===== config.mk =====
export PLATFORM = sky130hd
export DESIGN_NAME = seq_divider
export DESIGN_NICKNAME = d
export VERILOG_FILES = /design/src/rtl/seq_divider.sv
export SDC_FILE = /design/constraint.sdc
export NUM_CORES = 1
export LEC_CHECK = 0
export BUFFER_PORTS_ARGS = -buffer_cell sky130_fd_sc_hd__buf_2
export CAP_MARGIN = 5
export CORE_UTILIZATION = 48
export DETAILED_ROUTE_END_ITERATION = 6
export PLACE_DENSITY = 0.69
export SYNTH_ARGS = -nofsm -noshare
export SYNTH_HDL_FRONTEND = slang
export SYNTH_SLANG_ARGS = --single-unit

===== constraint.sdc =====
create_clock -name clk -period 3.25 [get_ports clk]
set_input_delay 0.1625 -clock clk [delete_from_list [all_inputs] [get_ports clk]]
set_output_delay 0.1625 -clock clk [all_outputs]
set_load 0.02 [all_outputs]

===== src/rtl/seq_divider.sv =====
// Iterative radix-2 restoring divider, one quotient bit per clock, valid/ready on both sides.
// Define DIV_SIGNED_EN for two's complement operands (adds a one-cycle sign-fix state).
module seq_divider #(
    parameter int DW = 32,
    parameter int VW = 16
) (
    input  logic          clk,
    input  logic          rst_n,
    input  logic          in_valid,
    output logic          in_ready,
    input  logic [DW-1:0] dividend,
    input  logic [VW-1:0] divisor,
    output logic          out_valid,
    input  logic          out_ready,
    output logic [DW-1:0] quotient,
    output logic [VW-1:0] remainder,
    output logic          div_zero
);

    localparam int CW = (DW > 1) ? $clog2(DW) : 1;

    localparam logic [1:0] S_IDLE = 2'd0;
    localparam logic [1:0] S_CALC = 2'd1;
`ifdef DIV_SIGNED_EN
    localparam logic [1:0] S_FIX  = 2'd2;
`endif
    localparam logic [1:0] S_DONE = 2'd3;

    logic [1:0]    state;
    logic [CW-1:0] cnt;
    logic [DW-1:0] q;
    logic [VW-1:0] r;
    logic [VW-1:0] dvs;
    logic          dz;

    logic [DW-1:0] a_in;
    logic [VW-1:0] b_in;
    logic [VW:0]   r_sh;
    logic          ge;
    logic [VW-1:0] r_nxt;
    logic [DW-1:0] q_nxt;
    logic          last;

`ifdef DIV_SIGNED_EN
    logic neg_q;
    logic neg_r;

    always_comb begin
        a_in = dividend[DW-1] ? -dividend : dividend;
        b_in = divisor[VW-1]  ? -divisor  : divisor;
    end
`else
    always_comb begin
        a_in = dividend;
        b_in = divisor;
    end
`endif

    // The partial remainder stays below the divisor, so only the shifted value needs VW+1 bits;
    // a set top bit already guarantees it exceeds any VW-bit divisor.
    always_comb begin
        r_sh  = {r, q[DW-1]};
        ge    = r_sh[VW] | (r_sh[VW-1:0] >= dvs);
        r_nxt = ge ? (r_sh[VW-1:0] - dvs) : r_sh[VW-1:0];
        q_nxt = {q[DW-2:0], ge};
        last  = (cnt == CW'(DW - 1));
    end

    assign in_ready  = (state == S_IDLE);
    assign out_valid = (state == S_DONE);

    always_ff @(posedge clk or negedge rst_n) begin
        if (!rst_n) begin
            state     <= S_IDLE;
            cnt       <= '0;
            q         <= '0;
            r         <= '0;
            dvs       <= '0;
            dz        <= 1'b0;
            quotient  <= '0;
            remainder <= '0;
            div_zero  <= 1'b0;
`ifdef DIV_SIGNED_EN
            neg_q     <= 1'b0;
            neg_r     <= 1'b0;
`endif
        end else begin
            case (state)
                S_IDLE: begin
                    if (in_valid) begin
                        cnt   <= '0;
                        state <= S_CALC;
                        if (divisor == '0) begin
                            // Zero divisor: preload the saturated result, CALC publishes it next cycle.
                            dz  <= 1'b1;
                            q   <= '1;
                            r   <= dividend[VW-1:0];
                            dvs <= '0;
                        end else begin
                            dz  <= 1'b0;
                            q   <= a_in;
                            r   <= '0;
                            dvs <= b_in;
                        end
`ifdef DIV_SIGNED_EN
                        neg_q <= dividend[DW-1] ^ divisor[VW-1];
                        neg_r <= dividend[DW-1];
`endif
                    end
                end
                S_CALC: begin
                    if (dz) begin
                        quotient  <= q;
                        remainder <= r;
                        div_zero  <= 1'b1;
                        state     <= S_DONE;
                    end else begin
                        q   <= q_nxt;
                        r   <= r_nxt;
                        cnt <= cnt + 1'b1;
                        if (last) begin
`ifdef DIV_SIGNED_EN
                            state     <= S_FIX;
`else
                            quotient  <= q_nxt;
                            remainder <= r_nxt;
                            div_zero  <= 1'b0;
                            state     <= S_DONE;
`endif
                        end
                    end
                end
`ifdef DIV_SIGNED_EN
                S_FIX: begin
                    quotient  <= neg_q ? -q : q;
                    remainder <= neg_r ? -r : r;
                    div_zero  <= 1'b0;
                    state     <= S_DONE;
                end
`endif
                S_DONE: begin
                    if (out_ready) state <= S_IDLE;
                end
                default: state <= S_IDLE;
            endcase
        end
    end

endmodule


==> results of run 1 <==
synthesized netlist by cell type, drive strengths merged, types with 2 or more instances:
master,number,area (um2)
a2111oi,2,17.5
a211oi,2,15.0
a21o,6,45.0
a21oi,32,160
a221oi,4,35.0
a22o,3,26.3
a22oi,6,45.0
a31oi,10,62.6
a41oi,2,25.0
and3,4,25.0
and4,2,20.0
buf,12,57.6
clkbuf,37,139
dfrtp,121,3030
ha,18,225
inv,24,90.1
mux2,3,37.5
mux2i,43,430
nand2,131,492
nand2b,7,43.8
nand3,21,105
nand3b,3,22.5
nand4,5,31.3
nor2,31,119
nor2b,4,25.0
nor3,6,30.0
nor4,4,25.0
o211ai,6,45.0
o21a,3,22.5
o21ai,110,551
o22ai,19,119
o311ai,2,17.5
or3,18,113
xnor2,8,70.1
xor2,5,43.8
worst max-delay path by stage:
| stage | from | endpoint | slack [ns] | depth (start not counted) |
|---|---|---|---|---|
| 3_3_place_gp | q[31] | r[0] | 0.50 | 11 |
| 3_5_place_dp | q[31] | r[0] | 0.44 | 11 |
| 2_1_floorplan | r[10] | remainder[14] | 0.68 | 10 |
| 6_report | q[31] | remainder[14] | 0.39 | 9 |
| 4_1_cts | q[31] | remainder[14] | 0.39 | 9 |
| 5_1_grt | q[31] | remainder[14] | 0.15 | 9 |
worst reg2reg max path, delay by kind of cell, from the launching register on:
kind / cells / cell delay (ns)
adders and majority gates: 2 / 0.65
AOI/OAI and AO/OA: 4 / 1.10
DFF: 1 / 0.35
buffers and inverters: 1 / 0.08
and+or+nand+nor: 2 / 0.59
final cells by class:
cell class | instances | share of cell area (%)
Multi-Input combinational cell | 535 | 40.3
Clock inverter | 7 | 1.41
Inverter | 24 | 1.13
Clock buffer | 25 | 6.35
Tap cell | 176 | 2.77
Timing Repair Buffer | 133 | 10.0
Sequential cell | 121 | 38.1
metal layers:
layer  global-route usage, %  share of wire, %  vias to the layer above
li1                        -                 -                     2803
met1                    35.3                45                     2838
met2                    42.8                48                      227
met3                    5.45               5.4                       32
met4                    9.38               2.0                        0
met5                       0                 0                        -
power by group:
part / internal (mW) / switching, mW / total (mW)
registers: 2.30 / 0.601 / 2.90
logic: 2.26 / 3.39 / 5.66
clock network: 1.30 / 0.665 / 1.97
state kept, by name, summed over array words and instances (netlist names):
name,flops
remainder,16
cnt,5
q,32
r,16
dz,1
quotient,32
div_zero,1
dvs,16
state,2
per-stage QoR:
stage	power (mW)	worst slack, ns	utilization [%]	hold slack [ns]	instances
floorplan	6.98	0.675	-	-0.133	729
global placement	8.35	0.501	54.2	0.332	973
detailed placement	8.47	0.436	54.2	0.338	973
CTS	10.5	0.387	60.1	0.00349	1021
global route	11.4	0.151	60.1	0.0199	1021
finish	10.5	0.390	60.1	0.0292	1021
kinds of logic (layout without fill, tap and decap cells):
group,Yosys count,in the layout
compound gates,217,217
mux,46,46
buf+inv,73,189
xor+xnor,13,13
flops,121,121
simple gates,240,240
fa+ha+maj,19,19
repair_timing:
action,in CTS,in global routing
hold buffers,16,0
hold endpoints to repair,82,0
endpoints found under the setup margin,0,0
==> results.md, run 1 <==
* Outcome: finished, final reports clean
* Starting density of the core at 49.1%
* Die Footprint at 14000 um2
* Slew headroom at 35.4%
* Top Family by Delay on Critical Path: compound AO/OA/AOI/OAI gates
* Die X at 118 um
* Sequential fraction of the synthesis area at 46.6%
* Placed cell area at 7180 um2
* Vias per cell at 5.78
* Multiplexer share of the synthesized area at 7.20%
* DRC at 0
* Max FO, Critical Path at 3
* Layout cells sized above 1 at 18.7%
* Seq. cell area at 3030 um2
* Syn Std Cell Area at 6500 um2
* Final net count at 903
* Num CTS Buffers at 17
* Vias in the first global route at 5665
* Post-route ant nets at 0
* Most common cell after layout, fill and taps aside: nand2_1
* Hold crit path type: in -> reg
* Dominant synthesized flop cell: dfrtp_1
* Placeable Area at 13200 um2
* RSZ-0062 raised after global routing: no
* Initial antenna violation count at 0
* Clock tree buffer depth at 2
* Post-synth ARST share at 100%
* Synth Area in XOR/XNOR at 1.75%
* R2R depth at 9
* Routed via count at 5900
* WL final at 17600 um
* Setup tns final at 0 ns
* Area of the multi-input gates at 3200 um2
* Setup Skew at 0.00750 ns
* WHS Endpoint: dvs[0]
* Worst Setup End Kind: register
* Post-detail-place hpwl at 12200 um
* PwrDens at 1320 nW/um2
* Simple-gate share of the synthesized area at 16.6%
* Wire per inst at 17.3 um
* Worst-path clk slew at 0.05 ns
* Reg2reg start: q[31]
* R2R Setup Slk at 0.39 ns
* Max Cap Viol at 0
* Chip height at 118 um
* Hold depth at 2
* WP data required at 3.58 ns
* Max VDD drop at 0.550 mV
* Post-cts resize count at 0
* Adder-Cell Fraction of Synth Area at 3.77%
* FF-to-FF End: remainder[14]
* Row count at 42
* Root Buffer: clkbuf_16
* Design area at 7960 um2
* First-pass GRT wire length at 29000 um
* Postcts setup bufs at 0
* Post-Syn Instances at 729
* Most frequent cells in the layout: nand2_1 (131), dfrtp_1 (120), o21ai_0 (109), buf_2 (101), mux2i_1 (43)
* Syn_nets at 800
* Tmin final at 2.86 ns
* GRT Residual Overflow at 0
* Compound-Gate Fraction of Synth Area at 19.6%
* Sink Count at 121
* HP Start: divisor[0]
* Worst-Skew Late Latency at 0.42 ns
* Max-slew violations at 0
* EDFF count, synth at 0
* Port Buffers at 102
* Arrival time worst endpoint at 3.19 ns
* Post-synthesis register bit count at 121
* Post-synthesis area per instance at 8.91 um2
* GRT Total Usage at 26.5%
* Worst path cell trace: inv_1 > ha_1 > fa_1 > nand2b_1 > a21oi_1 > o211ai_1 > o311ai_0 > or3b_1 > a22oi_1
* Largest family of logic cells by synthesized area: compound AO/OA/AOI/OAI gates
* CP max-delay cell: o311ai_0
* TritonCTS clock tree: built
* Buffers & Inverters on Critical Path at 1
* Area grow syn2layout at 22.5%
* Worst slew pin tran at 0.968 ns
* Initial drt markers at 491
* Static leakage at 3.61 nW
* YS warnings at 0
* Setup violators final at 0
* Max Freq at 0.350 GHz
* CTS H-tree lvls at 4
* Period utilization at 88.0%
* CP Class: reg -> reg
* N_diodes at 0
* Final Hold Fails at 0
* Largest net degree at the start of global routing at 68
* Final Wtd Congestion at 0.927
* # IOs at 103
* Fillers at 1155
* Post-synth cell types at 56
* Critical path launch point type: register
* CP max stage delay at 0.45 ns
* DRT Pass-1 Iters at 5
Note: power is estimated with default switching activity, not from simulation.
==> inputs of run 2 (changes only) <==
- PLACE_DENSITY: 0.69 -> 0.72
- clock period: 3.25 -> 2.6 ns (I/O delays scaled with it)
==> run 2 against run 1 <==
The run now ends with setup timing left. Clock skew is 0.00051 ns lower. Combinational power is 70% higher. Non-clock buffer count is 85 higher.
==> results.md, run 2 (synthesized netlist as in run 1, its figures left out) <==
* Max-slew violations at 0
* Tmin final at 2.69 ns
* Post-route ant nets at 0
* Arrival time worst endpoint at 2.98 ns
* Final Wtd Congestion at 0.960
* WL final at 20100 um
* Layout cells sized above 1 at 29.7%
* DRC at 0
* CTS H-tree lvls at 4
* Worst-path clk slew at 0.06 ns
* Worst setup margin at -0.0883 ns
* Hold crit path type: in -> reg
* Clock tree buffer depth at 2
* Placeable Area at 13200 um2
* Num CTS Buffers at 17
* Top Registers: q x32, quotient x32
* Worst Setup End Kind: register
* RSZ-0062 raised after global routing: yes
* Failing checks: setup timing
* Fillers at 1066
* Root Buffer: clkbuf_16
* Critical path launch point type: register
* Reg2reg start: dvs[0]
* GRT Total Usage at 28.5%
* Placed Cells at 1044
* WP data required at 2.89 ns
* Static leakage at 4.06 nW
* GRT Residual Overflow at 0
* HP Start: in_valid
* CP Class: reg -> reg
* # IOs at 103
* Origin of the worst setup path: dvs[0]
* Period utilization at 103%
* Die Footprint at 14000 um2
* DP Worst Slack at -0.458 ns
* Vias in the first global route at 6186
* TritonCTS clock tree: built
* Max FO, Critical Path at 4
* Setup Skew at 0.00698 ns
* Post-detail-place hpwl at 13500 um
* Final Hold Fails at 0
* Outcome: complete, but fails checks
* Worst-Skew Late Latency at 0.43 ns
* Worst slew pin tran at 0.607 ns
* Wire per inst at 18.2 um
* Max Cap Viol at 0
* Finished Layout Cells at 1106
* Initial antenna violation count at 0
* Slew headroom at 59.0%
* PwrDens at 1760 nW/um2
* Row count at 42
* Largest net degree at the start of global routing at 50
* Sink Count at 121
* First-pass GRT wire length at 31000 um
* DRT Pass-1 Iters at 6
* Most common cell after layout, fill and taps aside: nand2_1
* N_diodes at 0
* Routed via count at 6428
* Max Freq at 0.372 GHz
* Initial drt markers at 533
* Vias per cell at 5.81
* Chip height at 118 um
* Most frequent cells in the layout: nand2_1 (130), dfrtp_1 (120), o21ai_0 (109), buf_2 (101), buf_4 (92)
* Max VDD drop at 0.800 mV
* Starting density of the core at 49.1%
* Port Buffers at 102
* Die X at 118 um
* Area grow syn2layout at 36.6%
* Final net count at 989
* Setup violators final at 7
-- run 2: cell count changes in the layout (fill, tap and decap cells not counted), moves of 4 or more --
cell      delta
a21oi_1      -8
buf_6        +4
mux2i_1      -4
buf_4       +77
a21oi_2      +6
clkbuf_8     -4
-- run 2: layer usage --
metal,vias up,track usage (%),part of all wire [%]
met2,322,46.4,48
met4,0,14.0,3.8
met5,-,0,0
li1,2973,-,-
met3,75,4.83,6.3
met1,3058,36.9,42
-- run 2: timing repair --
item | CTS | global route
setup endpoints to repair | 34 | 34
gates cloned | 0 | 1
hold buffers | 17 | 0
gates resized for setup | 13 | 36
pin swaps | 6 | 11
hold endpoints to repair | 63 | 0
setup buffers | 6 | 8
-- run 2: layout make-up --
class / count / area, um2 / area share [%]
Sequential cell: 121 / 3030 / 34.1
Inverter: 24 / 90.1 / 1.01
Clock buffer: 19 / 443 / 4.99
Timing Repair Buffer: 218 / 1490 / 16.8
Clock inverter: 12 / 150 / 1.69
Multi-Input combinational cell: 536 / 3450 / 38.9
Tap cell: 176 / 220 / 2.48
-- run 2: path summary, 6_finish.rpt --
kind | slack [ns] | depth (start not counted) | to
setup / recovery | -0.09 | 10 | r[10]
hold / removal | 0.003 | 3 | state[0]
setup reg to reg | -0.09 | 10 | r[10]
hold reg to reg | 0.47 | 2 | quotient[7]
max in group asynchronous | 1.64 | 3 | state[1]
min in group asynchronous | 0.25 | 2 | quotient[24]
-- run 2: report_power, final --
part | leakage, nW | switching [mW] | total [mW] | internal [mW]
sequential | 1.45 | 0.718 | 3.59 | 2.87
clock | 0.285 | 0.886 | 2.41 | 1.52
combinational | 2.32 | 5.29 | 9.64 | 4.35
total | 4.06 | 6.90 | 15.6 | 8.75
-- run 2: worst max-delay path: stages (launching register included) --
cell and delay [ns]:
dfrtp_1 0.40, ha_4 0.18, fa_2 0.40, nand2b_4 0.16, a21oi_4 0.13, o211ai_1 0.18, a41oi_4 0.37, nor2_4 0.09
buf_4 0.15, mux2i_1 0.14, a221oi_1 0.35
-- run 2: through the flow --
step / hold slack, ns / utilization (%) / total power, mW / instance area, um2 / setup TNS, ns
global placement: 0.174 / 58.4 / 11.4 / 7740 / -6.47
detailed placement: 0.177 / 58.4 / 11.7 / 7740 / -10.30
finish: 0.00254 / 67.0 / 15.6 / 8880 / -0.258
floorplan: -0.166 / - / 8.72 / 6500 / 0
global route: 0.0364 / 67.0 / 16.7 / 8880 / -2.13
CTS: 0.00561 / 65.1 / 14.6 / 8620 / -0.0118
